File: config.mk
export PLATFORM = sky130hd
export DESIGN_NAME = mm_tile_controller
export DESIGN_NICKNAME = d
export VERILOG_FILES = /design/src/rtl/mm_tile_controller_pkg.sv /design/src/rtl/mm_tile_controller_wr_sequencer.sv /design/src/rtl/mm_tile_controller.sv
export SDC_FILE = /design/constraint.sdc
export NUM_CORES = 1
export LEC_CHECK = 0
export ABC_AREA = 1
export BUFFER_PORTS_ARGS = -buffer_cell sky130_fd_sc_hd__buf_2
export CORE_MARGIN = 2
export CORE_UTILIZATION = 40
export DETAILED_ROUTE_END_ITERATION = 6
export PLACE_DENSITY_LB_ADDON = 0.08
export SETUP_SLACK_MARGIN = 0.5
export SLEW_MARGIN = 20
export SYNTH_ARGS = -nofsm -noshare
export SYNTH_HDL_FRONTEND = slang
export SYNTH_HIERARCHICAL = 1
export SYNTH_SLANG_ARGS = --single-unit
export TNS_END_PERCENT = 5
File: constraint.sdc
create_clock -name clk_i -period 2.6 [get_ports clk_i]
set_clock_uncertainty 0.05 [all_clocks]
set_input_delay 0.78 -clock clk_i [delete_from_list [all_inputs] [get_ports clk_i]]
set_output_delay 0.78 -clock clk_i [all_outputs]
set_load 0.01 [all_outputs]
File: src/rtl/mm_tile_controller_pkg.sv
// Shared types and helpers for the tiled matrix-multiply sequencer:
// FSM encodings, tile arithmetic and row-mask generation.
package mm_tile_controller_pkg;

   typedef enum logic [1:0] {
      IDLE,
      BUSY,
      DONE
   } main_state_e;

   typedef enum logic [1:0] {
      W_IDLE,
      W_WAIT,
      W_BUSY,
      W_DONE
   } wr_state_e;

   // Exact ceiling division; avoids the a+d-1 overflow at the top of range.
   function automatic logic [31:0] ceil_div(input logic [31:0] a,
                                            input logic [31:0] d);
      logic [31:0] q;
      q = a / d;
      if ((a % d) != 32'd0) q = q + 32'd1;
      return q;
   endfunction

   // Tile edge for batch idx of nb: full DIM except a ragged last tile.
   function automatic logic [31:0] tile_size(input logic [31:0] total,
                                             input logic [31:0] idx,
                                             input logic [31:0] nb,
                                             input logic [31:0] dim);
      logic [31:0] r;
      r = total % dim;
      if ((idx == nb - 32'd1) && (r != 32'd0)) return r;
      return dim;
   endfunction

   // Low n bits set.
   function automatic logic [31:0] dim_mask(input logic [31:0] n);
      logic [31:0] r;
      r = '0;
      for (int i = 0; i < 32; i++) begin
         if (32'(i) < n) r[i] = 1'b1;
      end
      return r;
   endfunction

endpackage

File: src/rtl/mm_tile_controller_wr_sequencer.sv
// Write-back sequencer: waits out array latency, then streams one tile
// column per cycle into buffer P.
// Ports: clk_i/rst_ni, abort_i, load_i (latch base_p_i), pe_we_i with
// bm_i/bn_i tile sizes, enp_o/wep_o/addrp_o/data_en_o, idle_o/done_o.
module mm_wr_sequencer
   import mm_tile_controller_pkg::*;
#(
   parameter int ADDR_WIDTH = 16,
   parameter int DIM        = 8,
   parameter int OUTPUT_LAT = 3
) (
   input  logic                  clk_i,
   input  logic                  rst_ni,
   input  logic                  abort_i,
   input  logic                  load_i,
   input  logic [ADDR_WIDTH-1:0] base_p_i,
   input  logic                  pe_we_i,
   input  logic [ADDR_WIDTH-1:0] bm_i,
   input  logic [ADDR_WIDTH-1:0] bn_i,
   output logic                  enp_o,
   output logic                  wep_o,
   output logic [ADDR_WIDTH-1:0] addrp_o,
   output logic [DIM-1:0]        data_en_o,
   output logic                  idle_o,
   output logic                  done_o
);

   localparam logic [ADDR_WIDTH-1:0] ONE = ADDR_WIDTH'(1);
   localparam logic [ADDR_WIDTH-1:0] LAT = ADDR_WIDTH'(OUTPUT_LAT);

   wr_state_e             w_state_q;
   logic [ADDR_WIDTH-1:0] cnt_q;
   logic [ADDR_WIDTH-1:0] bm_q;
   logic [ADDR_WIDTH-1:0] bn_q;
   logic [ADDR_WIDTH-1:0] addrp_q;
   logic                  enp_q;
   logic [DIM-1:0]        data_en_q;

   always_ff @(posedge clk_i or negedge rst_ni) begin
      if (!rst_ni) begin
         w_state_q <= W_IDLE;
         cnt_q     <= '0;
         bm_q      <= '0;
         bn_q      <= '0;
         addrp_q   <= '0;
         enp_q     <= 1'b0;
         data_en_q <= '0;
      end else if (abort_i) begin
         w_state_q <= W_IDLE;
         cnt_q     <= '0;
         bm_q      <= '0;
         bn_q      <= '0;
         addrp_q   <= '0;
         enp_q     <= 1'b0;
         data_en_q <= '0;
      end else begin
         if (load_i) addrp_q <= base_p_i;
         unique case (w_state_q)
            W_IDLE: begin
               if (pe_we_i) begin
                  bm_q      <= bm_i;
                  bn_q      <= bn_i;
                  cnt_q     <= LAT + bm_i - ONE;
                  w_state_q <= W_WAIT;
               end
            end
            W_WAIT: begin
               if (cnt_q == '0) begin
                  cnt_q     <= bn_q - ONE;
                  enp_q     <= 1'b1;
                  data_en_q <= DIM'(dim_mask(32'(bm_q)));
                  w_state_q <= W_BUSY;
               end else begin
                  cnt_q <= cnt_q - ONE;
               end
            end
            W_BUSY: begin
               // P address is linear across the whole job.
               addrp_q <= addrp_q + ONE;
               if (cnt_q == '0) begin
                  enp_q     <= 1'b0;
                  data_en_q <= '0;
                  w_state_q <= W_DONE;
               end else begin
                  cnt_q <= cnt_q - ONE;
               end
            end
            W_DONE: w_state_q <= W_IDLE;
            default: w_state_q <= W_IDLE;
         endcase
      end
   end

   assign enp_o     = enp_q;
   assign wep_o     = enp_q;
   assign addrp_o   = addrp_q;
   assign data_en_o = data_en_q;
   assign idle_o    = (w_state_q == W_IDLE);
   assign done_o    = (w_state_q == W_DONE);

endmodule

File: src/rtl/mm_tile_controller.sv
// Sequencer for an output-stationary DIM x DIM systolic matmul array.
// Ports: clk_i/rst_ni, start_i/abort_i/stall_i, m/k/n and A/B/P bases in;
// valid/err/busy status, PE and systolic strobes, A/B/P buffer ports out.
module mm_tile_controller
   import mm_tile_controller_pkg::*;
#(
   parameter int ADDR_WIDTH = 16,
   parameter int DIM        = 8,
   parameter int OUTPUT_LAT = 3
) (
   input  logic                  clk_i,
   input  logic                  rst_ni,
   input  logic                  start_i,
   input  logic                  abort_i,
   input  logic                  stall_i,
   input  logic [ADDR_WIDTH-1:0] m_i,
   input  logic [ADDR_WIDTH-1:0] k_i,
   input  logic [ADDR_WIDTH-1:0] n_i,
   input  logic [ADDR_WIDTH-1:0] base_addra_i,
   input  logic [ADDR_WIDTH-1:0] base_addrb_i,
   input  logic [ADDR_WIDTH-1:0] base_addrp_i,
   output logic                  valid_o,
   output logic                  err_o,
   output logic                  busy_o,
   output logic                  pe_clr_o,
   output logic                  pe_we_o,
   output logic                  ensys_o,
   output logic                  bubble_o,
   output logic                  ena_o,
   output logic [ADDR_WIDTH-1:0] addra_o,
   output logic                  enb_o,
   output logic [ADDR_WIDTH-1:0] addrb_o,
   output logic                  enp_o,
   output logic                  wep_o,
   output logic [ADDR_WIDTH-1:0] addrp_o,
   output logic [DIM-1:0]        data_en_o
);

   localparam logic [ADDR_WIDTH-1:0] ONE = ADDR_WIDTH'(1);
   // Batch length floor so one batch's write-back ends before the next.
   localparam logic [ADDR_WIDTH-1:0] MIN_BC =
      ADDR_WIDTH'(OUTPUT_LAT + 2 * DIM + 2);

   main_state_e           state_q;
   logic                  err_q;
   logic [ADDR_WIDTH-1:0] m_q, k_q, n_q, ba_q, bb_q;
   logic [ADDR_WIDTH-1:0] rb_q, cb_q, bc_q;
   logic [ADDR_WIDTH-1:0] cyc_q, col_q, row_q;
   logic [ADDR_WIDTH-1:0] aoff_q, boff_q;
   logic                  rd_done_q;
   logic                  ena_q, clr_q, we_q, bub_q;
   logic [ADDR_WIDTH-1:0] addra_q, addrb_q;
   logic [ADDR_WIDTH-1:0] bm_q, bn_q;

   logic                  dims_ok;
   logic                  load;
   logic                  rd_en;
   logic                  fin;
   logic                  w_idle, w_done;
   logic [ADDR_WIDTH-1:0] bm_d, bn_d;

   assign dims_ok = (m_i != '0) && (k_i != '0) && (n_i != '0);
   assign load    = (state_q == IDLE) && start_i && dims_ok && !abort_i;
   assign rd_en   = (state_q == BUSY) && !rd_done_q &&
                    !((cyc_q == '0) && stall_i);
   // pe_we_q guards the case where the last pe_we and rd_done coincide.
   assign fin     = rd_done_q && !we_q && (w_idle || w_done);

   assign bm_d = ADDR_WIDTH'(tile_size(32'(m_q), 32'(row_q),
                                       32'(rb_q), DIM));
   assign bn_d = ADDR_WIDTH'(tile_size(32'(n_q), 32'(col_q),
                                       32'(cb_q), DIM));

   always_ff @(posedge clk_i or negedge rst_ni) begin
      if (!rst_ni) begin
         state_q   <= IDLE;
         err_q     <= 1'b0;
         m_q       <= '0;
         k_q       <= '0;
         n_q       <= '0;
         ba_q      <= '0;
         bb_q      <= '0;
         rb_q      <= '0;
         cb_q      <= '0;
         bc_q      <= '0;
         cyc_q     <= '0;
         col_q     <= '0;
         row_q     <= '0;
         aoff_q    <= '0;
         boff_q    <= '0;
         rd_done_q <= 1'b0;
         ena_q     <= 1'b0;
         clr_q     <= 1'b0;
         we_q      <= 1'b0;
         bub_q     <= 1'b0;
         addra_q   <= '0;
         addrb_q   <= '0;
         bm_q      <= '0;
         bn_q      <= '0;
      end else if (abort_i) begin
         state_q   <= IDLE;
         err_q     <= 1'b0;
         cyc_q     <= '0;
         col_q     <= '0;
         row_q     <= '0;
         aoff_q    <= '0;
         boff_q    <= '0;
         rd_done_q <= 1'b0;
         ena_q     <= 1'b0;
         clr_q     <= 1'b0;
         we_q      <= 1'b0;
         bub_q     <= 1'b0;
         addra_q   <= '0;
         addrb_q   <= '0;
         bm_q      <= '0;
         bn_q      <= '0;
      end else begin
         // Read-side strobes are registered together with the address.
         ena_q   <= rd_en;
         clr_q   <= rd_en && (cyc_q == '0);
         we_q    <= rd_en && (cyc_q == k_q - ONE);
         bub_q   <= rd_en && (cyc_q >= k_q);
         addra_q <= ba_q + aoff_q + cyc_q;
         addrb_q <= bb_q + boff_q + cyc_q;
         bm_q    <= bm_d;
         bn_q    <= bn_d;
         unique case (state_q)
            IDLE: begin
               if (start_i) begin
                  m_q       <= m_i;
                  k_q       <= k_i;
                  n_q       <= n_i;
                  ba_q      <= base_addra_i;
                  bb_q      <= base_addrb_i;
                  rb_q      <= ADDR_WIDTH'(ceil_div(32'(m_i), DIM));
                  cb_q      <= ADDR_WIDTH'(ceil_div(32'(n_i), DIM));
                  bc_q      <= (k_i > MIN_BC) ? k_i : MIN_BC;
                  cyc_q     <= '0;
                  col_q     <= '0;
                  row_q     <= '0;
                  aoff_q    <= '0;
                  boff_q    <= '0;
                  rd_done_q <= 1'b0;
                  if (dims_ok) begin
                     state_q <= BUSY;
                  end else begin
                     err_q   <= 1'b1;
                     state_q <= DONE;
                  end
               end
            end
            BUSY: begin
               if (rd_en) begin
                  if (cyc_q == bc_q - ONE) begin
                     cyc_q <= '0;
                     if (col_q == cb_q - ONE) begin
                        col_q  <= '0;
                        boff_q <= '0;
                        if (row_q == rb_q - ONE) begin
                           rd_done_q <= 1'b1;
                        end else begin
                           row_q  <= row_q + ONE;
                           aoff_q <= aoff_q + k_q;
                        end
                     end else begin
                        col_q  <= col_q + ONE;
                        boff_q <= boff_q + k_q;
                     end
                  end else begin
                     cyc_q <= cyc_q + ONE;
                  end
               end
               if (fin) state_q <= DONE;
            end
            DONE: begin
               if (!start_i) begin
                  err_q   <= 1'b0;
                  state_q <= IDLE;
               end
            end
            default: state_q <= IDLE;
         endcase
      end
   end

   mm_wr_sequencer #(
      .ADDR_WIDTH (ADDR_WIDTH),
      .DIM        (DIM),
      .OUTPUT_LAT (OUTPUT_LAT)
   ) u_wr (
      .clk_i     (clk_i),
      .rst_ni    (rst_ni),
      .abort_i   (abort_i),
      .load_i    (load),
      .base_p_i  (base_addrp_i),
      .pe_we_i   (we_q),
      .bm_i      (bm_q),
      .bn_i      (bn_q),
      .enp_o     (enp_o),
      .wep_o     (wep_o),
      .addrp_o   (addrp_o),
      .data_en_o (data_en_o),
      .idle_o    (w_idle),
      .done_o    (w_done)
   );

   assign valid_o  = (state_q == DONE);
   assign err_o    = err_q;
   assign busy_o   = (state_q == BUSY);
   assign pe_clr_o = clr_q;
   assign pe_we_o  = we_q;
   assign ensys_o  = ena_q;
   assign bubble_o = bub_q;
   assign ena_o    = ena_q;
   assign enb_o    = ena_q;
   assign addra_o  = addra_q;
   assign addrb_o  = addrb_q;

endmodule
-- Word level (Yosys, flattened, before mapping)
Cells that the tools add are included.
- logic and storage cells: 234
- register bits after elaboration: 329
- bits of input ports: 101
- output and inout port bits: 67
- muxes and demuxes: 97
- $add $sub $neg: 22
- order comparisons: 10
- equal/unequal tests: 24
- reductions and logical operators: 49
- bitwise gates (word level): 1
- operators with widths (operator ; number):
    $mux W16 ; 44
    $pmux W16 S2 ; 5
    $reduce_bool A32 Y1 ; 4
    $sub A16 B1 Y16 const B ; 7
    $add A16 B16 Y16 ; 6
    $add A16 B1 Y16 const B ; 4
    $eq A16 B16 Y1 ; 4
    $eq A16 B32 Y1 ; 2
    $lt A3 B16 Y1 const A ; 4
    $pmux W16 S3 ; 1
    $reduce_bool A16 Y1 ; 3
    $sub A16 B1 Y17 const B ; 2
    $logic_not A16 Y1 ; 2
    $lt A1 B16 Y1 const A ; 2
    $lt A2 B16 Y1 const A ; 2
    $add A13 B1 Y14 const B ; 2
    $mux W14 ; 2
    $mux W1 ; 27
    $mux W8 ; 3
    $ne A3 B2 Y1 const B ; 7
    $mux W2 ; 9
    $ne A3 B3 Y1 const B ; 6
    $reduce_and A3 Y1 ; 6
    $add A2 B16 Y16 const A ; 1
    other kinds (19) ; 48

-- Longest topological paths before layout
- word-level depth: 8
- depth in mapped cells: 19
- depth with buffers taken out: 18

-- Cells and area by module
Netlist, hierarchy kept.
- by module, submodules not included (module ; cells an instance ; area an instance (µm²) ; instances ; sequential area each (µm²)):
    mm_tile_controller ; 2264 ; 16453.3 ; 1 ; 5655.4
    mm_wr_sequencer ; 797 ; 5292.6 ; 1 ; 1876.8

-- Worst setup path after synthesis
No wires, ideal clock.
- path type: flip-flop to flip-flop
- start point: register cyc_q[3]
- end point: register addrb_q[12], in the netlist addrb_o[12]
- path buffers: 0
- period minus slack after synthesis: 2591 ps
- setup slack: 9 ps
- stages on the path, launching flop included: 14
- data required time: 2433 ps
- arrival time: 2424 ps
- cells stage by stage: dfrtp_1 -> fa_1 -> ha_1 -> nand3_1 -> nand2_1 -> nand2_1 -> a31oi_1 -> a21boi_0 -> o21ai_0 -> nand2_1 -> nand2_1 -> nand2_1 -> nand2_1 -> nor2_1
- cells in the longest elaborated chain, start to end: 2
- ends and longest elaborated chain (element ; line ; RTL):
    from (decl) ; mm_tile_controller.sv:48 ; logic [ADDR_WIDTH-1:0] cyc_q, col_q, row_q;
    from (signal assigned) ; mm_tile_controller.sv:170 ; cyc_q <= cyc_q + ONE;
    $add A16 B16 Y16 ; mm_tile_controller.sv:124 ; addrb_q <= bb_q + boff_q + cyc_q;
    $mux W16 ; mm_tile_controller.sv:100 ; end else if (abort_i) begin
    to (signal assigned) ; mm_tile_controller.sv:124 ;
    to (decl) ; mm_tile_controller.sv:52 ; logic [ADDR_WIDTH-1:0] addra_q, addrb_q;
Every way passes these cells.
A chain may end at the register's enable or synchronous reset.

-- Final worst setup path
- start point: register cyc_q[1]
- end point: register addra_q[13], in the netlist addra_o[13]
- cells in the longest elaborated chain, start to end: 2
- ends and longest elaborated chain (element ; line ; RTL):
    $add A16 B16 Y16 ; mm_tile_controller.sv:123 ; addra_q <= ba_q + aoff_q + cyc_q;
    $mux W16 ; mm_tile_controller.sv:100 ;
    to (signal assigned) ; mm_tile_controller.sv:123 ;
    to (decl) ; mm_tile_controller.sv:52 ;
Every way passes these cells.

==> flow_summary.yaml <==
global_route:
  grt_usage: 0.247
  grt_start_max_net_pins: 74
  antenna_found_initial: 2
  grt_first_pass_wirelength_um: 111000
  grt_pass1_vias: 20700
  grt_overflow_total: 0
synth:
  async_flop_share: 1.00
  synth_top_cells_by_area: "dfrtp_1, nand2_1, nand3_1, nor2_1, inv_1"
  synth.top_cell.area_share: 0.346
  synth_ff_type: "dfrtp_1"
  synth_area_per_cell_sq_um: 7.10
  synth_top_area_cell: "dfrtp_1"
  synth_seq_cells: 301
  synth_common_cells: "nand2_1, nor2_1, inv_1"
  synth_edf_count: 0
  synth.distinct_cells: 58
  yosysSeqAreaShare: 0.346
  netlist_area_sq_um: 21700
  netlist_instances: 3061
  yosysMostFrequentCell: "nand2_1"
  yosys_warnings: 6
timing:
  max-slew-margin-rel: 0.465
  post-route-min-period_ps: 2530
  finalHoldViolations: 0
  max_slew.worst_pin.slew_ps: 800
  finalSetupTns_ps: 0
  setup_viol: 0
  finalCritPeriodShare: 0.975
  drv_slew: 0
  fmax_mhz: 395
  grt_setup_unrepaired: "true"
power:
  vdd_drop_max_uv: 424
  clkPwrFrac: 0.267
  p_leak_nw: 13.5
  power_switching_w: 0.00885
  power_frac_seq: 0.312
  sw_frac_of_total: 0.416
  powerDensity_nw_per_um2: 783
  design_power_total_w: 0.0213
  p_comb_frac: 0.421
  p_int_w: 0.0124
setup_path:
  arrival_ps: 2930
  startpoint_type: "flip-flop"
  required_ps: 3000
  crit_fanout: 3
  ff2ff_path_depth: 8
  worstSetupEndpointType: "flip-flop"
  critPathKind: "reg2reg"
clock_network:
  htreeDepth: 2
  cts_root_buf: "clkbuf_16"
  cts.clk_slew.worst_paths_ps: 60
  clock_latency_ps: 570
  cts_buffer_depth: 3
  cts_buffers: 40
  clock_sinks: 301
  cts_tree: "yes"
  cts_hold_buf: 0
drt:
  wire_per_inst_um: 16.7
  vias_per_cell: 5.13
  routed_wl_um: 69300
  drt_iter0_drc: 1452
  firstDrtPassIters: 5
  drc: 0
  num_vias: 21300
  ant_nets: 0
floorplan:
  coreArea_sq_um: 53800
  die_h_um: 237
  die_w_um: 237
  io_pins: 168
  dieArea_sq_um: 56200
  start_util: 0.404
  rows: 85
job:
  drv_cap: 0
place:
  place_congestion: 0.904
  placed_cells: 4069
  place_hpwl_um: 53200
  port_buffers: 167
min_path:
  hold_path_class: "in2async"
layout:
  layout.nets: 3658
  drive_gt1_frac: 0.200
  area_delta_synth_final_pct: 25.0
  stdcell_count: 4154
status:
  status: "finished clean"
[layout make-up]
cell class	instances	area [sq um]
inverters	331	1260
multi-input cells	2406	13700
well taps	696	871
repair buffers	350	2470
diodes	1	2.50
clock buffers	54	1170
flip-flops and latches	301	7550
fillers	5377	26600
clock inverters	15	179
[through the flow]
stage               setup WS, ps  area [sq um]  utilization  hold WS (ps)
floorplan                    282         22200            -           399
global placement            -168         24900        0.462           418
detailed placement          -176         24900        0.462           418
CTS                         92.3         26600        0.494          56.3
global route               -17.5         27200        0.505          61.6
finish                      66.2         27200        0.505          53.4
[power by group through the flow]
| stage | clock network, W | registers (W) | logic [W] |
|---|---|---|---|
| 3_5_place_dp | 0 | 0.00671 | 0.00827 |
| 5_1_grt | 0.00600 | 0.00677 | 0.0101 |
| 6_report | 0.00568 | 0.00665 | 0.00896 |
| 2_1_floorplan | 0 | 0.00644 | 0.00575 |
| 3_3_place_gp | 0 | 0.00669 | 0.00811 |
| 4_1_cts | 0.00582 | 0.00663 | 0.00854 |
[layout by cell type (no fill, tap or decap), drive strengths merged, types with 6 or more instances in the layout]
master	n
nand2	830
nor2	388
buf	350
inv	331
dfrtp	301
nand3	297
o21ai	209
a21oi	122
ha	93
xor2	90
nand4	67
conb	66
clkbuf	54
nor3	43
xnor2	39
fa	34
nor4	25
o22ai	20
nand3b	12
a31oi	11
o21bai	8
clkinv	8
or2	6
[repair_timing]
action                                  4_1_cts  5_1_grt
endpoints found under the setup margin      137      180
setup buffers                                14        1
resized for setup                            55      174
pin swaps                                    30       83
[cells by family (layout without fill, tap and decap cells)]
group | Yosys count | after routing | synth area share
buf+inv | 419 | 750 | 0.0770
xor+xnor | 129 | 129 | 0.0520
fa+ha+maj | 127 | 127 | 0.0848
flops | 301 | 301 | 0.346
simple gates | 1676 | 1676 | 0.337
other cells | 1 | 67 | 0.000172
mux | 1 | 1 | 0.000460
compound gates | 407 | 407 | 0.102
[critical path, stage by stage, from the launching register on]
cell	delay, ps
dfrtp_2	500
fa_1	540
ha_4	200
fa_2	390
nand3_2	110
o2111ai_4	160
a31o_4	290
o21ai_2	120
a21oi_2	50
[final timing paths]
check / start / endpoint / slack [ps]
worst max-delay path: cyc_q[1] / addra_o[13] / 70
worst min-delay path: rst_ni / u_wr/data_en_o[1] / 50
worst max register to register: cyc_q[1] / addra_o[13] / 70
worst min register to register: u_wr/data_en_o[3] / u_wr/data_en_o[3] / 440
max in group asynchronous: rst_ni / ena_o / 1640
min in group clk_i: base_addrb_i[5] / bb_q[5] / 350
[per-layer routing]
metal | track usage | vias up | wire [um]
met5 | 0 | - | 0
met4 | 0.0619 | 0 | 1650
met3 | 0.0300 | 108 | 3100
met2 | 0.410 | 455 | 32300
met1 | 0.342 | 10100 | 32300
li1 | - | 10700 | -
Note: power is estimated with default switching activity, not from simulation.
